===== src/rtl/aes_mem_pkg.sv =====
// Shared types and constants for the AES memory-side DMA blocks.
package aes_mem_pkg;

    localparam int unsigned WORD_BYTES = 8;
    localparam int unsigned BLK_WORDS  = 2;

    typedef enum logic [2:0] {
        IDLE  = 3'd0,
        RECV  = 3'd1,
        WR_LO = 3'd2,
        WR_HI = 3'd3,
        DONE  = 3'd4
    } wb_state_t;

endpackage


===== src/rtl/wr_addr_counter.sv =====
// Destination address and byte-count registers for the writeback DMA, stepping one SRAM word at a time.
module wr_addr_counter
    import aes_mem_pkg::*;
#(
    parameter int ADDR_BITS = 16
) (
    input  logic                 clk,
    input  logic                 n_rst,
    input  logic                 load,
    input  logic                 inc,
    input  logic [ADDR_BITS-1:0] load_addr,
    input  logic [ADDR_BITS-1:0] load_len,
    output logic [ADDR_BITS-1:0] addr,
    output logic [ADDR_BITS-1:0] addr_inc,
    output logic [ADDR_BITS-1:0] cnt,
    output logic                 cnt_inc_ge_len
);

    localparam logic [ADDR_BITS-1:0] STEP = ADDR_BITS'(WORD_BYTES);

    logic [ADDR_BITS-1:0] addr_r;
    logic [ADDR_BITS-1:0] cnt_r;
    logic [ADDR_BITS-1:0] len_r;

    // Address, byte count and length registers: load on start, step by one word on each accepted write
    always_ff @(posedge clk or negedge n_rst) begin
        if (!n_rst) begin
            addr_r <= {ADDR_BITS{1'b0}};
            cnt_r  <= {ADDR_BITS{1'b0}};
            len_r  <= {ADDR_BITS{1'b0}};
        end else if (load) begin
            addr_r <= load_addr;
            cnt_r  <= {ADDR_BITS{1'b0}};
            len_r  <= load_len;
        end else if (inc) begin
            addr_r <= addr_r + STEP;
            cnt_r  <= cnt_r + STEP;
        end else begin
            addr_r <= addr_r;
            cnt_r  <= cnt_r;
            len_r  <= len_r;
        end
    end

    assign addr     = addr_r;
    assign addr_inc = addr_r + STEP;
    assign cnt      = cnt_r;
    // Compare against the count as it will be after the write being accepted now
    assign cnt_inc_ge_len = ((cnt_r + STEP) >= len_r);

endmodule


===== src/rtl/block_writeback.sv =====
// Write-side DMA: accepts 128-bit cipher blocks and writes each to SRAM as two ascending 64-bit words.
module block_writeback
    import aes_mem_pkg::*;
#(
    parameter int ADDR_BITS = 16,
    parameter int WORD_BITS = 64,
    parameter int BLK_BITS  = 128
) (
    input  logic                 clk,
    input  logic                 n_rst,
    input  logic                 start,
    input  logic [ADDR_BITS-1:0] dst_addr,
    input  logic [ADDR_BITS-1:0] len,
    input  logic                 blk_valid,
    input  logic [BLK_BITS-1:0]  blk_data,
    output logic                 blk_ready,
    output logic                 mem_we,
    output logic [ADDR_BITS-1:0] mem_addr,
    output logic [WORD_BITS-1:0] mem_wdata,
    input  logic                 mem_wait,
    output logic [ADDR_BITS-1:0] bytes_written,
    output logic                 busy,
    output logic                 done
);

    wb_state_t            state_r;
    logic [WORD_BITS-1:0] lo_buf_r;
    logic                 blk_ready_r;
    logic                 mem_we_r;
    logic [ADDR_BITS-1:0] mem_addr_r;
    logic [WORD_BITS-1:0] mem_wdata_r;
    logic                 busy_r;
    logic                 done_r;

    logic                 load_s;
    logic                 inc_s;
    logic [ADDR_BITS-1:0] addr_s;
    logic [ADDR_BITS-1:0] addr_inc_s;
    logic [ADDR_BITS-1:0] cnt_s;
    logic                 last_s;

    assign load_s = (state_r == IDLE) && start;
    assign inc_s  = ((state_r == WR_LO) || (state_r == WR_HI)) && mem_we_r && !mem_wait;

    wr_addr_counter #(.ADDR_BITS(ADDR_BITS)) u_cnt (
        .clk            (clk),
        .n_rst          (n_rst),
        .load           (load_s),
        .inc            (inc_s),
        .load_addr      (dst_addr),
        .load_len       (len),
        .addr           (addr_s),
        .addr_inc       (addr_inc_s),
        .cnt            (cnt_s),
        .cnt_inc_ge_len (last_s)
    );

    // Transfer FSM with registered handshake and SRAM outputs; the high word goes straight out, the low word is buffered
    always_ff @(posedge clk or negedge n_rst) begin
        if (!n_rst) begin
            state_r     <= IDLE;
            lo_buf_r    <= {WORD_BITS{1'b0}};
            blk_ready_r <= 1'b0;
            mem_we_r    <= 1'b0;
            mem_addr_r  <= {ADDR_BITS{1'b0}};
            mem_wdata_r <= {WORD_BITS{1'b0}};
            busy_r      <= 1'b0;
            done_r      <= 1'b0;
        end else begin
            case (state_r)
                IDLE: begin
                    if (start) begin
                        busy_r <= 1'b1;
                        if (len == {ADDR_BITS{1'b0}}) begin
                            state_r <= DONE;
                            done_r  <= 1'b1;
                        end else begin
                            state_r     <= RECV;
                            blk_ready_r <= 1'b1;
                        end
                    end
                end
                RECV: begin
                    if (blk_valid && blk_ready_r) begin
                        state_r     <= WR_LO;
                        lo_buf_r    <= blk_data[WORD_BITS-1:0];
                        blk_ready_r <= 1'b0;
                        mem_we_r    <= 1'b1;
                        mem_addr_r  <= addr_s;
                        mem_wdata_r <= blk_data[BLK_BITS-1:WORD_BITS];
                    end
                end
                WR_LO: begin
                    if (!mem_wait) begin
                        state_r     <= WR_HI;
                        mem_addr_r  <= addr_inc_s;
                        mem_wdata_r <= lo_buf_r;
                    end
                end
                WR_HI: begin
                    if (!mem_wait) begin
                        mem_we_r <= 1'b0;
                        if (last_s) begin
                            state_r <= DONE;
                            done_r  <= 1'b1;
                        end else begin
                            state_r     <= RECV;
                            blk_ready_r <= 1'b1;
                        end
                    end
                end
                DONE: begin
                    state_r <= IDLE;
                    done_r  <= 1'b0;
                    busy_r  <= 1'b0;
                end
                default: begin
                    state_r     <= IDLE;
                    blk_ready_r <= 1'b0;
                    mem_we_r    <= 1'b0;
                    busy_r      <= 1'b0;
                    done_r      <= 1'b0;
                end
            endcase
        end
    end

    assign blk_ready     = blk_ready_r;
    assign mem_we        = mem_we_r;
    assign mem_addr      = mem_addr_r;
    assign mem_wdata     = mem_wdata_r;
    assign bytes_written = cnt_s;
    assign busy          = busy_r;
    assign done          = done_r;

endmodule


===== config.mk =====
export PLATFORM = sky130hd
export DESIGN_NAME = block_writeback
export DESIGN_NICKNAME = d
export VERILOG_FILES = /design/src/rtl/aes_mem_pkg.sv /design/src/rtl/wr_addr_counter.sv /design/src/rtl/block_writeback.sv
export SDC_FILE = /design/constraint.sdc
export NUM_CORES = 1
export LEC_CHECK = 0
export CORE_UTILIZATION = 43
export DETAILED_ROUTE_END_ITERATION = 16
export PLACE_DENSITY = 0.73
export SLEW_MARGIN = 20
export SYNTH_ARGS = -nofsm -noshare
export SYNTH_HDL_FRONTEND = slang
export SYNTH_SLANG_ARGS = --single-unit

===== constraint.sdc =====
create_clock -name clk -period 2.6 [get_ports clk]
set_input_delay 0.52 -clock clk [delete_from_list [all_inputs] [get_ports clk]]
set_output_delay 0.52 -clock clk [all_outputs]
set_load 0.005 [all_outputs]

-- After elaboration in Yosys (flattened, before gate mapping)
Index checks and enable logic that the tools add are counted.
- latch bits: 0
- register bits after elaboration: 199
- RAM bits: 0
- output and inout port bits: 100
- memories kept: 0
- logic and storage cells: 84
- bits of input ports: 165
- memory bits (read-only): 0
- magnitude comparators: 1
- reductions and logical operators: 21
- bitwise operators: 4
- add/sub/neg operators: 2
- eq/ne operators: 12
- multipliers: 0
- div/mod/pow operators: 0
- multiplexer cells: 33
- shifts and indexed selects: 0
- operators with widths (operator ; number):
    two-way mux 64 bit ; 2
    case mux 64 bit (2 select lines) ; 1
    two-way mux 16 bit ; 6
    adder 16 x 4 -> 16 bit, second input constant ; 2
    case mux 16 bit (2 select lines) ; 1
    two-way mux 3 bit ; 6
    greater-or-equal comparator 16 bit ; 1
    logical NOT 16 bit ; 1
    != test 2 bit, second input constant ; 7
    two-way mux 1 bit ; 12
    case mux 3 bit (4 select lines) ; 1
    == test 3 x 2 -> 1 bit, second input constant ; 2
    case mux 1 bit (3 select lines) ; 2
    AND reduction 3 bit ; 2
    AND reduction 6 bit ; 1
    OR reduction 3 bit ; 2
    AND reduction 5 bit ; 1
    logical AND 1 bit ; 4
    inverter 1 bit ; 4
    case mux 1 bit (4 select lines) ; 1
    AND reduction 2 bit ; 2
    AND reduction 4 bit ; 1
    nonzero test 2 bit ; 2
    OR reduction 2 bit ; 2
    other kinds (7) ; 7

-- Depth between registers and ports, before layout
Gate-level depths: netlist of run 1.
- word-level depth: 6
- gate-level depth with buffers: 11
- mapped depth without buffers: 10

-- Cells and area by module
A second synthesis of run 1 with hierarchy kept.
- cells, all modules: 832
- area, all modules: 9222.6 µm²
- by module, submodules not included (module ; cells an instance ; area an instance (µm²) ; sequential area each (µm²) ; times used):
    block_writeback ; 530 ; 6443.7 ; 3778.6 ; 1
    wr_addr_counter ; 302 ; 2778.9 ; 1126.1 ; 1

-- Worst setup path after synthesis of run 1
Ideal clock, no wire load.
- path type: reg-to-reg
- start: reg u_cnt.cnt_r[4] (netlist: u_cnt.cnt[4])
- end: reg state_r[2]
- slack: 0.044 ns
- stages on the path, launching flop included: 12
- arrival: 2.414 ns
- required time: 2.457 ns
- clock period less this slack: 2.556 ns
- setup time: 0.143 ns
- path buffers: 1
- cells stage by stage: dfrtp_1 ha_1 clkbuf_1 nand4_1 nor3_1 xor2_1 ha_1 nand4_1 nor2_1 and3_1 a221oi_1 o21ai_0
- longest elaborated chain between the ends: 5
- ends and longest elaborated chain (what ; line ; source):
    from (decl) ; wr_addr_counter.sv:22 ; logic [ADDR_BITS-1:0] cnt_r;
    from (signal assigned) ; wr_addr_counter.sv:29 ; cnt_r <= {ADDR_BITS{1'b0}};
    from (signal assigned) ; wr_addr_counter.sv:33 ; cnt_r <= {ADDR_BITS{1'b0}};
    from (signal assigned) ; wr_addr_counter.sv:37 ; cnt_r <= cnt_r + STEP;
    adder 16 x 4 -> 16 bit ; wr_addr_counter.sv:49 ; assign cnt_inc_ge_len = ((cnt_r + STEP) >= len_r);
    greater-or-equal comparator 16 bit ; wr_addr_counter.sv:49 ;
    two-way mux 3 bit ; block_writeback.sv:103 ; if (last_s) begin
    two-way mux 3 bit ; block_writeback.sv:101 ; if (!mem_wait) begin
    case mux 3 bit (4 select lines) ; block_writeback.sv:70 ; case (state_r)
    to (signal assigned) ; block_writeback.sv:75 ; state_r <= DONE;
    to (signal assigned) ; block_writeback.sv:104 ; state_r <= DONE;
    to (signal assigned) ; block_writeback.sv:107 ; state_r <= RECV;
    to (decl) ; block_writeback.sv:26 ; wb_state_t state_r;
Every way passes these cells. The select of a mux whose other input is x is not followed.
A chain may end at the register's enable or synchronous reset.

-- Worst setup path after layout of run 1
- start: reg u_cnt.cnt_r[3] (netlist: u_cnt.cnt[3])
- end: reg state_r[2]
Same word-level chain as after synthesis.

==> out/results.txt, run 1 <==
slowest stage delay, CP: 0.44 ns
outcome: finished, final reports clean
CTS Root Cell: clkbuf_16
clock slew seen by the registers of the worst setup and hold paths: 0.07 ns
GR Overflow Total: 0
FFs w/ async S/R, synth: 100%
Fin Clk Skew: 0.00988 ns
I/O Buffers: 261
GRT Total Usage: 22.6%
TritonCTS buffer count: 17
drt first pass iters: 4
Yosys reg bits: 196
cell at the slowest stage of the critical path: dfrtp_2
Antenna Cells: 0
Final min period: 2.43 ns
CP startpoint kind: register
largest fanout on the critical path: 6
flop-to-flop setup slack: 0.17 ns
H-tree depth: 4
layout cell share with drive strength beyond 1: 13.6%
hpwl dp: 17,000 um
final hold vios: 0
I/O pin count: 265
synth warn: 0
Placement Setup Slack: 0.0840 ns
Cell variety after synth: 51
sequential area share after synthesis: 54.6%
DRC violations left: 0
DR iter-0 viols: 387
Critical Path End Type: register
final setup fails: 0
fmax: 411 MHz
Max VDD drop: 0.553 mV
RePlAce Congestion: 0.868
wire per inst: 16.6 um
CP required: 2.90 ns
first-pass GRT wire length: 38,400 um
Main synth FF type: dfrtp_1
hold-fix buffers at CTS: 0
CTS tree: built
cells after synthesis: 892
Power Dens Cells: 1070 nW/um2
maxcap violations: 0
most frequent cells in the layout: clkdlybuf4s50_1, dfrtp_1, nand2_1
core area: 20,400 um2
crit-path cells: ha_1 -> buf_4 -> nand3_1 -> xnor2_1 -> ha_1 -> a21oi_1 -> o221ai_1 -> a221oi_4 -> o21ai_0
clock tree buffer depth: 2
critical path's top delay family: compound AO/OA/AOI/OAI gates
starting density of the core: 44.1%
Die X: 146 um
Cell Area, Synth: 8980 um2
clk sinks: 196
worst skew pair latency: 0.43 ns
die footprint: 21,500 um2
Slew @ Worst Pin: 0.713 ns
vias in the first global route: 7,319
Layout area overhead: 40.3%
Die Span Y: 146 um
WL final: 23,700 um
Data arrival, critical path: 2.73 ns
WHS: 0.0412 ns
largest net degree at the start of global routing: 69
Final nets: 1,326
row count: 52
commonest non-fill, non-tap cell in the layout: clkdlybuf4s50_1
vias per cell: 5.23
Most common cell on crit path: ha_1
WP buf/inv: 1
PnR Total Power: 0.0135 W
Rel. slew slack: 52.4%
Final period util: 93.5%
Post-synth EDFFs: 0
synthesized area per cell: 10.1 um2
leakage power: 5.30 nW
pins over their slew limit: 0
CP Class: register to register
Hold WC Path Type: primary input to async pin
antenna-violating nets left: 0
initial antenna violation count: 1
Final Worst Setup Slack: 0.168 ns
DR vias: 7,474
==> synth_stat cells, types with 3 or more instances <==
master	count	share of area, %
inv_1	17	0.71
xnor2_1	11	1.1
a21oi_1	20	1.1
xor2_1	13	1.3
a221o_1	4	0.45
o21ai_0	34	1.9
nand2_1	189	7.9
buf_2	29	1.6
clkbuf_1	16	0.67
nor4_1	4	0.28
nand4_1	11	0.77
o31ai_1	4	0.33
nor2b_1	3	0.21
o21ai_1	3	0.17
a22o_1	6	0.59
mux2_2	67	8.4
nand3_1	16	0.89
nor2_1	92	3.8
ha_1	16	2.2
a31oi_1	73	5.1
dfrtp_1	196	55
and2_1	7	0.49
nand3b_1	3	0.25
buf_4	16	1.3
and3_1	6	0.42
==> what timing repair did <==
action                                  4_1_cts  5_1_grt
setup buffers                                 0        0
resized for setup                             0       10
endpoints found under the setup margin        0        4
==> registers in the layout, indices dropped and copies added, names as in the netlist <==
signal and count:
mem_wdata 64, u_cnt.addr 16, state_r 3, done 1
blk_ready 1, mem_addr 16, u_cnt.len_r 16, mem_we 1
lo_buf_r 64, busy 1, u_cnt.cnt 13
==> area by class of cell <==
| class | count | area (um2) |
|---|---|---|
| flip-flops and latches | 196 | 4910 |
| clock inverters | 15 | 139 |
| inverters | 17 | 63.8 |
| fillers | 1746 | 7770 |
| multi-input cells | 620 | 3750 |
| repair buffers | 293 | 2970 |
| clock buffers | 17 | 425 |
| well taps | 270 | 338 |
==> worst paths after layout <==
kind | from | end | cells past startpoint
max | u_cnt.cnt[3] | state_r[2] | 9
min | n_rst | mem_wdata[23] | 1
max reg2reg | u_cnt.cnt[3] | state_r[2] | 9
min reg2reg | u_cnt.addr[2] | u_cnt.addr[2] | 2
max in group asynchronous | n_rst | u_cnt.len_r[3] | 2
min in group clk | u_cnt.addr[2] | u_cnt.addr[2] | 2
==> layer usage <==
metal | routed length, um | global-route usage, % | vias to the layer above
li1 | - | - | 3573
met1 | 10100 | 29.4 | 3611
met2 | 11600 | 37.5 | 251
met3 | 1450 | 4.69 | 37
met4 | 531 | 7.81 | 2
met5 | 13 | 0 | -
==> through the flow <==
| step | utilization (%) | area [um2] | setup TNS (ns) | std cells |
|---|---|---|---|---|
| 2_1_floorplan | - | 8980 | 0 | 894 |
| 3_3_place_gp | 58.9 | 12000 | 0 | 1397 |
| 3_5_place_dp | 58.9 | 12000 | 0 | 1397 |
| 4_1_cts | 61.6 | 12600 | 0 | 1429 |
| 5_1_grt | 61.8 | 12600 | -0.0276 | 1428 |
| 6_report | 61.8 | 12600 | 0 | 1428 |
==> cell families (layout without fill, tap and decap cells) <==
group           after synthesis  after routing  share of synthesized area (%)
simple gates                348            348                           16.7
buf+inv                      78            342                           4.34
compound gates              162            162                           11.3
fa+ha+maj                    16             16                           2.23
other cells                   1              3                         0.0418
flops                       196            196                           54.6
mux                          67             67                           8.41
xor+xnor                     24             24                           2.34
==> worst reg2reg max path, cell delays in order (launching register included) <==
cell and delay (ns):
dfrtp_2 0.44, ha_1 0.22, buf_4 0.16, nand3_1 0.08
xnor2_1 0.16, ha_1 0.30, a21oi_1 0.16, o221ai_1 0.24
a221oi_4 0.38, o21ai_0 0.15
==> where the power goes <==
part	internal [W]	switching [W]
registers	0.00448	0.000818
clock network	0.00127	0.00127
logic	0.00305	0.00256
total	0.00880	0.00465
Power figures use the tool's default switching activity.
==> inputs of run 2 (changes only) <==
- GPL_ROUTABILITY_DRIVEN: default -> 0
==> results of run 2 <==
The final DEF is identical to that of run 1; final timing and power are the same.
